$ cat config.mk
export PLATFORM = sky130hd
export DESIGN_NAME = mdu_hilo
export DESIGN_NICKNAME = d
export VERILOG_FILES = /design/src/rtl/mdu_pkg.sv /design/src/rtl/mdu_hilo_div_radix2.sv /design/src/rtl/mdu_hilo.sv
export SDC_FILE = /design/constraint.sdc
export NUM_CORES = 2
export LEC_CHECK = 0
export ABC_AREA = 1
export CORE_MARGIN = 3
export CORE_UTILIZATION = 25
export DETAILED_ROUTE_END_ITERATION = 10
export REMOVE_ABC_BUFFERS = 1
export SLEW_MARGIN = 20
export SYNTH_ARGS = -nofsm -noshare
export SYNTH_HDL_FRONTEND = slang
export SYNTH_SLANG_ARGS = --single-unit
$ cat constraint.sdc
create_clock -name clk -period 12.2 [get_ports clk]
set_input_delay 1.22 -clock clk [delete_from_list [all_inputs] [get_ports clk]]
set_output_delay 1.22 -clock clk [all_outputs]
set_load 0.02 [all_outputs]
$ cat src/rtl/mdu_pkg.sv
// Shared encodings and constants for the HI/LO multiply/divide unit.
package mdu_pkg;

  localparam int DIV_CYCLES = 32;

  localparam logic [1:0] HILO_NONE = 2'b00;
  localparam logic [1:0] HILO_MULT = 2'b01;
  localparam logic [1:0] HILO_DIV  = 2'b10;

  localparam logic [1:0] MF_NONE = 2'b00;
  localparam logic [1:0] MF_LO   = 2'b01;
  localparam logic [1:0] MF_HI   = 2'b10;

  typedef enum logic [1:0] {
    IDLE = 2'b00,
    BUSY = 2'b01,
    DONE = 2'b10
  } divState_e;

endpackage

$ cat src/rtl/mdu_hilo_div_radix2.sv
// Iterative restoring divider on unsigned magnitudes: one quotient bit per step,
// dividend bits shift out of the quotient register into the partial remainder.
module div_radix2 #(
  parameter int WIDTH = 32
) (
  input  logic             clk,
  input  logic             rst,
  input  logic             start,
  input  logic             step,
  input  logic [WIDTH-1:0] dividend,
  input  logic [WIDTH-1:0] divisor,
  output logic [WIDTH-1:0] quotient,
  output logic [WIDTH-1:0] remainder
);

  logic [WIDTH-1:0] quot_r;
  logic [WIDTH-1:0] rem_r;
  logic [WIDTH-1:0] divisor_r;
  logic [WIDTH:0]   partial_s;
  logic [WIDTH:0]   trial_s;

  // Trial subtraction; bit WIDTH of the result is the borrow
  always_comb begin
    partial_s = {rem_r, quot_r[WIDTH-1]};
    trial_s   = partial_s - {1'b0, divisor_r};
  end

  // Operand load on start, one shift-subtract per step
  always_ff @(posedge clk) begin
    if (rst) begin
      quot_r    <= '0;
      rem_r     <= '0;
      divisor_r <= '0;
    end else if (start) begin
      quot_r    <= dividend;
      rem_r     <= '0;
      divisor_r <= divisor;
    end else if (step) begin
      if (trial_s[WIDTH] == 1'b0) begin
        rem_r  <= trial_s[WIDTH-1:0];
        quot_r <= {quot_r[WIDTH-2:0], 1'b1};
      end else begin
        rem_r  <= partial_s[WIDTH-1:0];
        quot_r <= {quot_r[WIDTH-2:0], 1'b0};
      end
    end
  end

  assign quotient  = quot_r;
  assign remainder = rem_r;

endmodule

$ cat src/rtl/mdu_hilo.sv
// Execute-stage multiply/divide unit owning HI/LO: single-cycle multiply,
// iterative divide with pipeline stall, move-to and move-from access.
module mdu_hilo #(
  parameter int WIDTH      = 32,
  parameter int DIV_CYCLES = mdu_pkg::DIV_CYCLES
) (
  input  logic             clk,
  input  logic             rst,
  input  logic [1:0]       hilo_enE,
  input  logic [1:0]       hilo_mfE,
  input  logic [1:0]       hilo_wtE,
  input  logic             hassignE,
  input  logic [WIDTH-1:0] srcaE,
  input  logic [WIDTH-1:0] srcbE,
  output logic [WIDTH-1:0] hilo_rdataE,
  output logic             stallE,
  output logic             busy
);

  import mdu_pkg::*;

  localparam int CNT_W = $clog2(DIV_CYCLES);
  localparam logic [CNT_W-1:0] LAST_ITER = CNT_W'(DIV_CYCLES - 1);

  divState_e          state_r;
  logic [CNT_W-1:0]   count_r;
  logic [WIDTH-1:0]   hi_r;
  logic [WIDTH-1:0]   lo_r;
  logic               quotNeg_r;
  logic               remNeg_r;
  logic               divZero_r;

  logic [2*WIDTH-1:0] extA_s;
  logic [2*WIDTH-1:0] extB_s;
  logic [2*WIDTH-1:0] product_s;
  logic [WIDTH-1:0]   magA_s;
  logic [WIDTH-1:0]   magB_s;
  logic [WIDTH-1:0]   quot_s;
  logic [WIDTH-1:0]   rem_s;
  logic [WIDTH-1:0]   divQuot_s;
  logic [WIDTH-1:0]   divRem_s;
  logic               divStart_s;
  logic               divStep_s;

  // Operand conditioning: sign/zero extension for the product, magnitudes for the divider
  always_comb begin
    extA_s    = {{WIDTH{hassignE & srcaE[WIDTH-1]}}, srcaE};
    extB_s    = {{WIDTH{hassignE & srcbE[WIDTH-1]}}, srcbE};
    product_s = extA_s * extB_s;
    if (hassignE && srcaE[WIDTH-1]) begin
      magA_s = -srcaE;
    end else begin
      magA_s = srcaE;
    end
    if (hassignE && srcbE[WIDTH-1]) begin
      magB_s = -srcbE;
    end else begin
      magB_s = srcbE;
    end
    divStart_s = !rst && (state_r == IDLE) && (hilo_enE == HILO_DIV);
    divStep_s  = (state_r == BUSY);
  end

  div_radix2 #(.WIDTH(WIDTH)) uDiv (
    .clk       (clk),
    .rst       (rst),
    .start     (divStart_s),
    .step      (divStep_s),
    .dividend  (magA_s),
    .divisor   (magB_s),
    .quotient  (quot_s),
    .remainder (rem_s)
  );

  // Divide result with signs restored; a zero divisor always yields an all-ones quotient
  always_comb begin
    if (divZero_r) begin
      divQuot_s = '1;
    end else if (quotNeg_r) begin
      divQuot_s = -quot_s;
    end else begin
      divQuot_s = quot_s;
    end
    if (remNeg_r) begin
      divRem_s = -rem_s;
    end else begin
      divRem_s = rem_s;
    end
  end

  // Divide sequencing and HI/LO updates
  always_ff @(posedge clk) begin
    if (rst) begin
      state_r   <= IDLE;
      count_r   <= '0;
      hi_r      <= '0;
      lo_r      <= '0;
      quotNeg_r <= 1'b0;
      remNeg_r  <= 1'b0;
      divZero_r <= 1'b0;
    end else begin
      case (state_r)
        IDLE: begin
          if (hilo_enE == HILO_MULT) begin
            {hi_r, lo_r} <= product_s;
          end else if (hilo_enE == HILO_DIV) begin
            quotNeg_r <= hassignE & (srcaE[WIDTH-1] ^ srcbE[WIDTH-1]);
            remNeg_r  <= hassignE & srcaE[WIDTH-1];
            divZero_r <= (srcbE == '0);
            count_r   <= '0;
            state_r   <= BUSY;
          end else if (hilo_enE == HILO_NONE) begin
            if (hilo_wtE[0]) lo_r <= srcaE;
            if (hilo_wtE[1]) hi_r <= srcaE;
          end
        end
        BUSY: begin
          if (count_r == LAST_ITER) begin
            state_r <= DONE;
          end else begin
            count_r <= count_r + {{(CNT_W-1){1'b0}}, 1'b1};
          end
        end
        DONE: begin
          hi_r    <= divRem_s;
          lo_r    <= divQuot_s;
          state_r <= IDLE;
        end
        default: begin
          state_r <= IDLE;
        end
      endcase
    end
  end

  // Stall, observability and move-from read mux
  always_comb begin
    busy = (state_r != IDLE);
    if (rst) begin
      stallE      = 1'b0;
      hilo_rdataE = '0;
    end else begin
      stallE = (state_r == BUSY) || ((state_r == IDLE) && (hilo_enE == HILO_DIV));
      case (hilo_mfE)
        MF_LO:   hilo_rdataE = lo_r;
        MF_HI:   hilo_rdataE = hi_r;
        MF_NONE: hilo_rdataE = '0;
        default: hilo_rdataE = '0;
      endcase
    end
  end

endmodule

# Yosys cells after proc, flatten, opt, wreduce, memory -nomap -nowiden

Cells that the tools add are included.

Bits in registers: 170
Input bits: 73
Output and inout port bits: 34
Word-level logic and storage cells: 87

Add/sub/neg operators: 6
$mul: 1
Eq/ne operators: 15
Mux-type cells: 30
Bitwise operators: 5
Reduce and logical (&&, ||, !) cells: 20

Operators by type and width:

| cell                                                                     | number |
|---|---|
| 32-bit two-way mux                                                       | 17 |
| 32-bit case mux with 2 select lines                                      | 3 |
| 32-bit negator                                                           | 4 |
| 33-bit by 33-bit multiplier with 64-bit output                           | 1 |
| 33-bit by 32-bit subtractor with 33-bit output                           | 1 |
| 32-bit zero test                                                         | 1 |
| 5-bit two-way mux                                                        | 3 |
| 4-bit AND reduction                                                      | 3 |
| 5-bit case mux with 2 select lines                                       | 1 |
| 3-bit by 2-bit inequality test with 1-bit output (second input constant) | 3 |
| 2-bit nonzero test                                                       | 4 |
| 2-bit by 1-bit == test with 1-bit output (second input constant)         | 3 |
| 2-bit == test (second input constant)                                    | 3 |
| 2-bit two-way mux                                                        | 3 |
| 3-bit AND reduction                                                      | 2 |
| 5-bit by 1-bit adder with 5-bit output (second input constant)           | 1 |
| 5-bit == test (second input constant)                                    | 1 |
| 1-bit logical AND                                                        | 5 |
| 2-bit zero test                                                          | 2 |
| 2-bit by 1-bit inequality test with 1-bit output (second input constant) | 2 |
| 2-bit inequality test (second input constant)                            | 2 |
| 2-bit case mux with 2 select lines                                       | 1 |
| 1-bit AND                                                                | 3 |
| 3-bit by 1-bit inequality test with 1-bit output (second input constant) | 1 |
| other kinds (6)                                                          | 7 |

# Depth between registers and ports, before layout

Depth in word-level cells: 5
Depth in mapped cells: 38
Gate-level depth less buffers: 36

# Modules after synthesis

From an unflattened synthesis, not the netlist that was laid out.

Cell total of the unflattened synthesis: 7666
Area total of the unflattened synthesis: 54546.1 sq um

Modules (own cells, without submodules):

| module     | times used | cells an instance | area each (sq um) |
|---|---|---|---|
| mdu_hilo   | 1          | 6507              | 47717.0 |
| div_radix2 | 1          | 1159              | 6829.0 |

# Worst setup path after synthesis

Ideal clock, no wire load.

Path type: input-to-reg
Start: in srcaE[31]
End: reg hi_r[29]
Data arrival time: 8780 ps
Data required time: 12081 ps
Slack: 3300 ps
Cell stages on the path: 34
Path buffers: 4
Cells stage by stage: clkbuf_1 nand2_1 clkbuf_1 buf_1 clkbuf_1 nor2_1 fa_1 inv_1 fa_1 inv_1 fa_1 inv_1 fa_1 fa_1 inv_1 fa_1 inv_1 fa_1 fa_1 inv_1 ha_1 nand2_1 nor2_1 inv_1 nor3_1 nand2_1 nor3_1 nand2_1 nand3_1 nand2_1 nand3_1 nand2_1 nand2_1 a21oi_1

Longest elaborated chain between the ends: 4

RTL lines:

| element                                          | line            | RTL |
|---|---|---|
| start, declared                                  | mdu_hilo.sv:13  | `input logic [WIDTH-1:0] srcaE,` |
| 1-bit AND                                        | mdu_hilo.sv:47  | `extA_s = {{WIDTH{hassignE & srcaE[WIDTH-1]}}, srcaE};` |
| 33-bit by 33-bit multiplier with 64-bit output * | mdu_hilo.sv:49  | `product_s = extA_s * extB_s;` |
| 32-bit two-way mux *                             | mdu_hilo.sv:104 | `if (hilo_enE == HILO_MULT) begin` |
| 32-bit case mux with 2 select lines *            | mdu_hilo.sv:102 | `case (state_r)` |
| end signal, assigned                             | mdu_hilo.sv:105 | `{hi_r, lo_r} <= product_s;` |
| end signal, assigned                             | mdu_hilo.sv:114 | `if (hilo_wtE[1]) hi_r <= srcaE;` |
| end signal, assigned                             | mdu_hilo.sv:125 | `hi_r <= divRem_s;` |
| end, declared                                    | mdu_hilo.sv:27  | `logic [WIDTH-1:0] hi_r;` |

Every way passes the cells marked *; elsewhere a longest branch is shown, timed or not.
A chain may end at the register's enable or synchronous reset.

# Worst setup path in the final report

Start: in hassignE
End: reg hi_r[28]

Longest elaborated chain between the ends: 4
Elaborated cells between the ends (all ways): 5
Classes of those cells: 1 x mul; 2 x mux; 2 x bitwise

RTL lines:

| element                                          | line                           | RTL |
|---|---|---|
| start, declared                                  | mdu_hilo.sv:12                 | `input logic hassignE,` |
| 1-bit AND, on equally long branches              | mdu_hilo.sv:47, mdu_hilo.sv:48 |  |
| 33-bit by 33-bit multiplier with 64-bit output * | mdu_hilo.sv:49                 |  |
| 32-bit two-way mux *                             | mdu_hilo.sv:104                |  |
| 32-bit case mux with 2 select lines *            | mdu_hilo.sv:102                |  |

Marks and branches as above.

==> impl_metrics.toml <==
[route]
routed_via_density = 4.68
first_pass_iters = 6
drc_errors = 0
vias = 47400
initialDrtViolationCount = 3958
wl_per_cell_um = 19.2
wirelength_um = 194000
ant_nets = 0

[finish]
nets = 8743
drive_gt1_share_pct = 3.29
seq_area_mm2 = 0.00340
multi_input_area_mm2 = 0.0416
layout_common_cells = "nand2_1 (2,080), inv_1 (1,916), fa_1 (1,125), nor2_1 (319), a21oi_1 (318)"
layout_commonest_cell = "nand2_1"
nFillCells = 23500
area_growth_pct = 7.69

[setup_path]
crit_start = "hassignE"
r2r_start = "uDiv.quotient[31]"
crit_family = "adder cells"
reg2reg_depth = 15
cp-end-kind = "register"
worst-path-buf-inv = 7
required_ps = 12640
cp.arrival_ps = 10710
crit_type = "input pin to register"
critPathSlowestCell = "fa_1"
cp_max_fo = 33
cpPeakStageDelay_ps = 830
crit_path_start_kind = "input pin"
cp_common_cell = "fa_1"
path_depth = 28

[floorplan]
die_w_um = 469
start_util_pct = 25.2
fp.dieH_um = 469
row_count = 169
io_pins = 107
die_area_mm2 = 0.220
core_mm2 = 0.213

[clock_network]
clock-sinks = 170
clk_latency_ps = 510
clk_path_buf_depth = 2
cts_root_buf = "clkbuf_16"
hold_buffers = 0
cts_resized = 0
cts.clk_slew.worst_paths_ps = 80
post_cts_buffers = 0
cts_made_buffers = 17
htreeDepth = 4
cts_tree = "yes"

[grt]
grt_max_degree = 66
top_usage_layer = "met2"
use_met3_pct = 2.49
grt_pass1_vias = 50000
antenna_found_initial = 14
use_met2_pct = 29.3
gr-total-overflow = 0
grt.total_usage_pct = 17.7
met1_usage_pct = 24.0
grt_pass1_wl_um = 303000

[logic_synthesis]
ys_warn_count = 0
synthAdderAreaFrac_pct = 47.9
synthDistinctLibCells = 52
yosys_most_used_dff = "dfxtp_1"
yosysSeqAreaShare_pct = 6.34
synth_seq_cells = 170
synth_compound_area_share_pct = 6.75
async_flop_share_pct = 0
avgSynthCellArea_um2 = 7.20
muxShareOfSynthArea_pct = 0
yosys.area_share.xor_xnor_pct = 0.980
syn_inst = 7449
synth_top_family_by_area = "adder cells"
synth_edf_count = 0
syn_area_mm2 = 0.0536
synth_simple_gate_area_share_pct = 21.8

[sta]
fmax_ghz = 0.0973
slew_headroom_pct = 22.3
rsz0062_at_grt = "false"
fin_setup_tns_ps = 0
fin_crit_ps = 10280
worst_pin_slew_ps = 1170
finalCritPeriodShare_pct = 84.2
hold_violations = 0
finalWorstSetupSlack_ps = 1920
drv_slew = 0
setup_viol = 0
finClkSkew_ps = 25.2

[placed_design]
place_congestion = 1.00
port_buffers = 106
place_ws_ps = 1540
hpwlAfterDp_um = 160000

[hold_path]
worstHoldPathCells = 2
hp-class = "register to register"
min-delay-start = "lo_r[18]"

[flow_run]
maxCapViolCount = 0

[run_status]
status = "finished clean"
-- synth_stat cells (3+ instances only) --
cell type | number | share of area, %
a32o_1 | 3 | 0.056
nor3_2 | 3 | 0.056
clkinv_1 | 3 | 0.021
xor2_1 | 43 | 0.70
nor2_1 | 321 | 2.2
o21bai_1 | 22 | 0.31
nor3_1 | 47 | 0.44
o21ai_0 | 189 | 1.8
nand3_2 | 8 | 0.15
a21oi_1 | 318 | 3.0
ha_1 | 253 | 5.9
nand2_2 | 8 | 0.093
o22ai_1 | 38 | 0.44
dfxtp_1 | 170 | 6.3
a31oi_1 | 26 | 0.30
nand2_1 | 2082 | 15
o21a_1 | 6 | 0.084
nand3b_1 | 11 | 0.15
nor3_4 | 3 | 0.091
inv_1 | 1918 | 13
buf_1 | 81 | 0.57
nor4_1 | 11 | 0.13
o21ai_1 | 15 | 0.14
buf_6 | 4 | 0.084
o32ai_1 | 6 | 0.098
nand4_1 | 48 | 0.56
nand3_1 | 303 | 2.8
a21boi_0 | 7 | 0.098
buf_2 | 15 | 0.14
buf_4 | 5 | 0.070
nor2_4 | 5 | 0.10
a21o_1 | 5 | 0.070
o311ai_0 | 5 | 0.082
nor2_2 | 12 | 0.14
clkbuf_1 | 258 | 1.8
inv_2 | 11 | 0.077
o211ai_1 | 13 | 0.18
o31ai_1 | 3 | 0.042
xnor2_1 | 17 | 0.28
or2_2 | 10 | 0.12
fa_1 | 1126 | 42
-- area by class of cell --
type	instances	share of cell area [%]
Multi-Input combinational cell	4984	72.0
Sequential cell	170	5.89
Clock buffer	18	0.760
Clock inverter	14	0.318
Tap cell	2821	6.11
Timing Repair Buffer	186	2.38
Antenna cell	4	0.0173
Inverter	1932	12.6
-- cells by family after synthesis --
group	count (synthesis)
flip-flops	170
buffers and inverters	2295
XOR/XNOR	60
adder cells (fa/ha/maj)	1379
AO/OA/AOI/OAI	663
AND/OR/NAND/NOR	2882
-- path summary, 6_finish.rpt --
kind / end / slack, ps
hold reg to reg: lo_r[18] / 470
setup / recovery: hi_r[28] / 1920
setup reg to reg: uDiv.remainder[3] / 8870
hold / removal: lo_r[18] / 470
-- metal layers --
| layer | part of all wire (%) | routed length [um] | up-vias |
|---|---|---|---|
| li1 | - | - | 21400 |
| met1 | 44 | 85400 | 23900 |
| met2 | 46 | 89800 | 1768 |
| met3 | 6.7 | 13100 | 299 |
| met4 | 3.1 | 6070 | 18 |
| met5 | 0.070 | 136 | - |
-- sequential cells by signal, summed over array words and instances (netlist names) --
register / count
count_r: 5
uDiv.quotient: 32
lo_r: 32
divZero_r: 1
state_r: 2
quotNeg_r: 1
remNeg_r: 1
uDiv.divisor_r: 32
uDiv.remainder: 32
hi_r: 32
-- per-stage QoR --
step	hold WS (ps)	cells	instance area [um2]	util (%)
floorplan	426	7086	52200	-
finish	470	10100	57800	27.2
CTS	472	10100	57800	27.2
global placement	450	10100	57100	26.9
detailed placement	460	10100	57100	26.9
global route	484	10100	57800	27.2
-- tightest hold or removal path, delay by kind of cell (launching register included) --
kind             cells  cell delay, ps
AO/OA/AOI/OAI        1              60
AND/OR/NAND/NOR      1              60
flip-flops           1             310
Power is left out: the tool's default activity adds up to more than one toggle a clock period on the data nets, which glitch-free logic cannot reach.
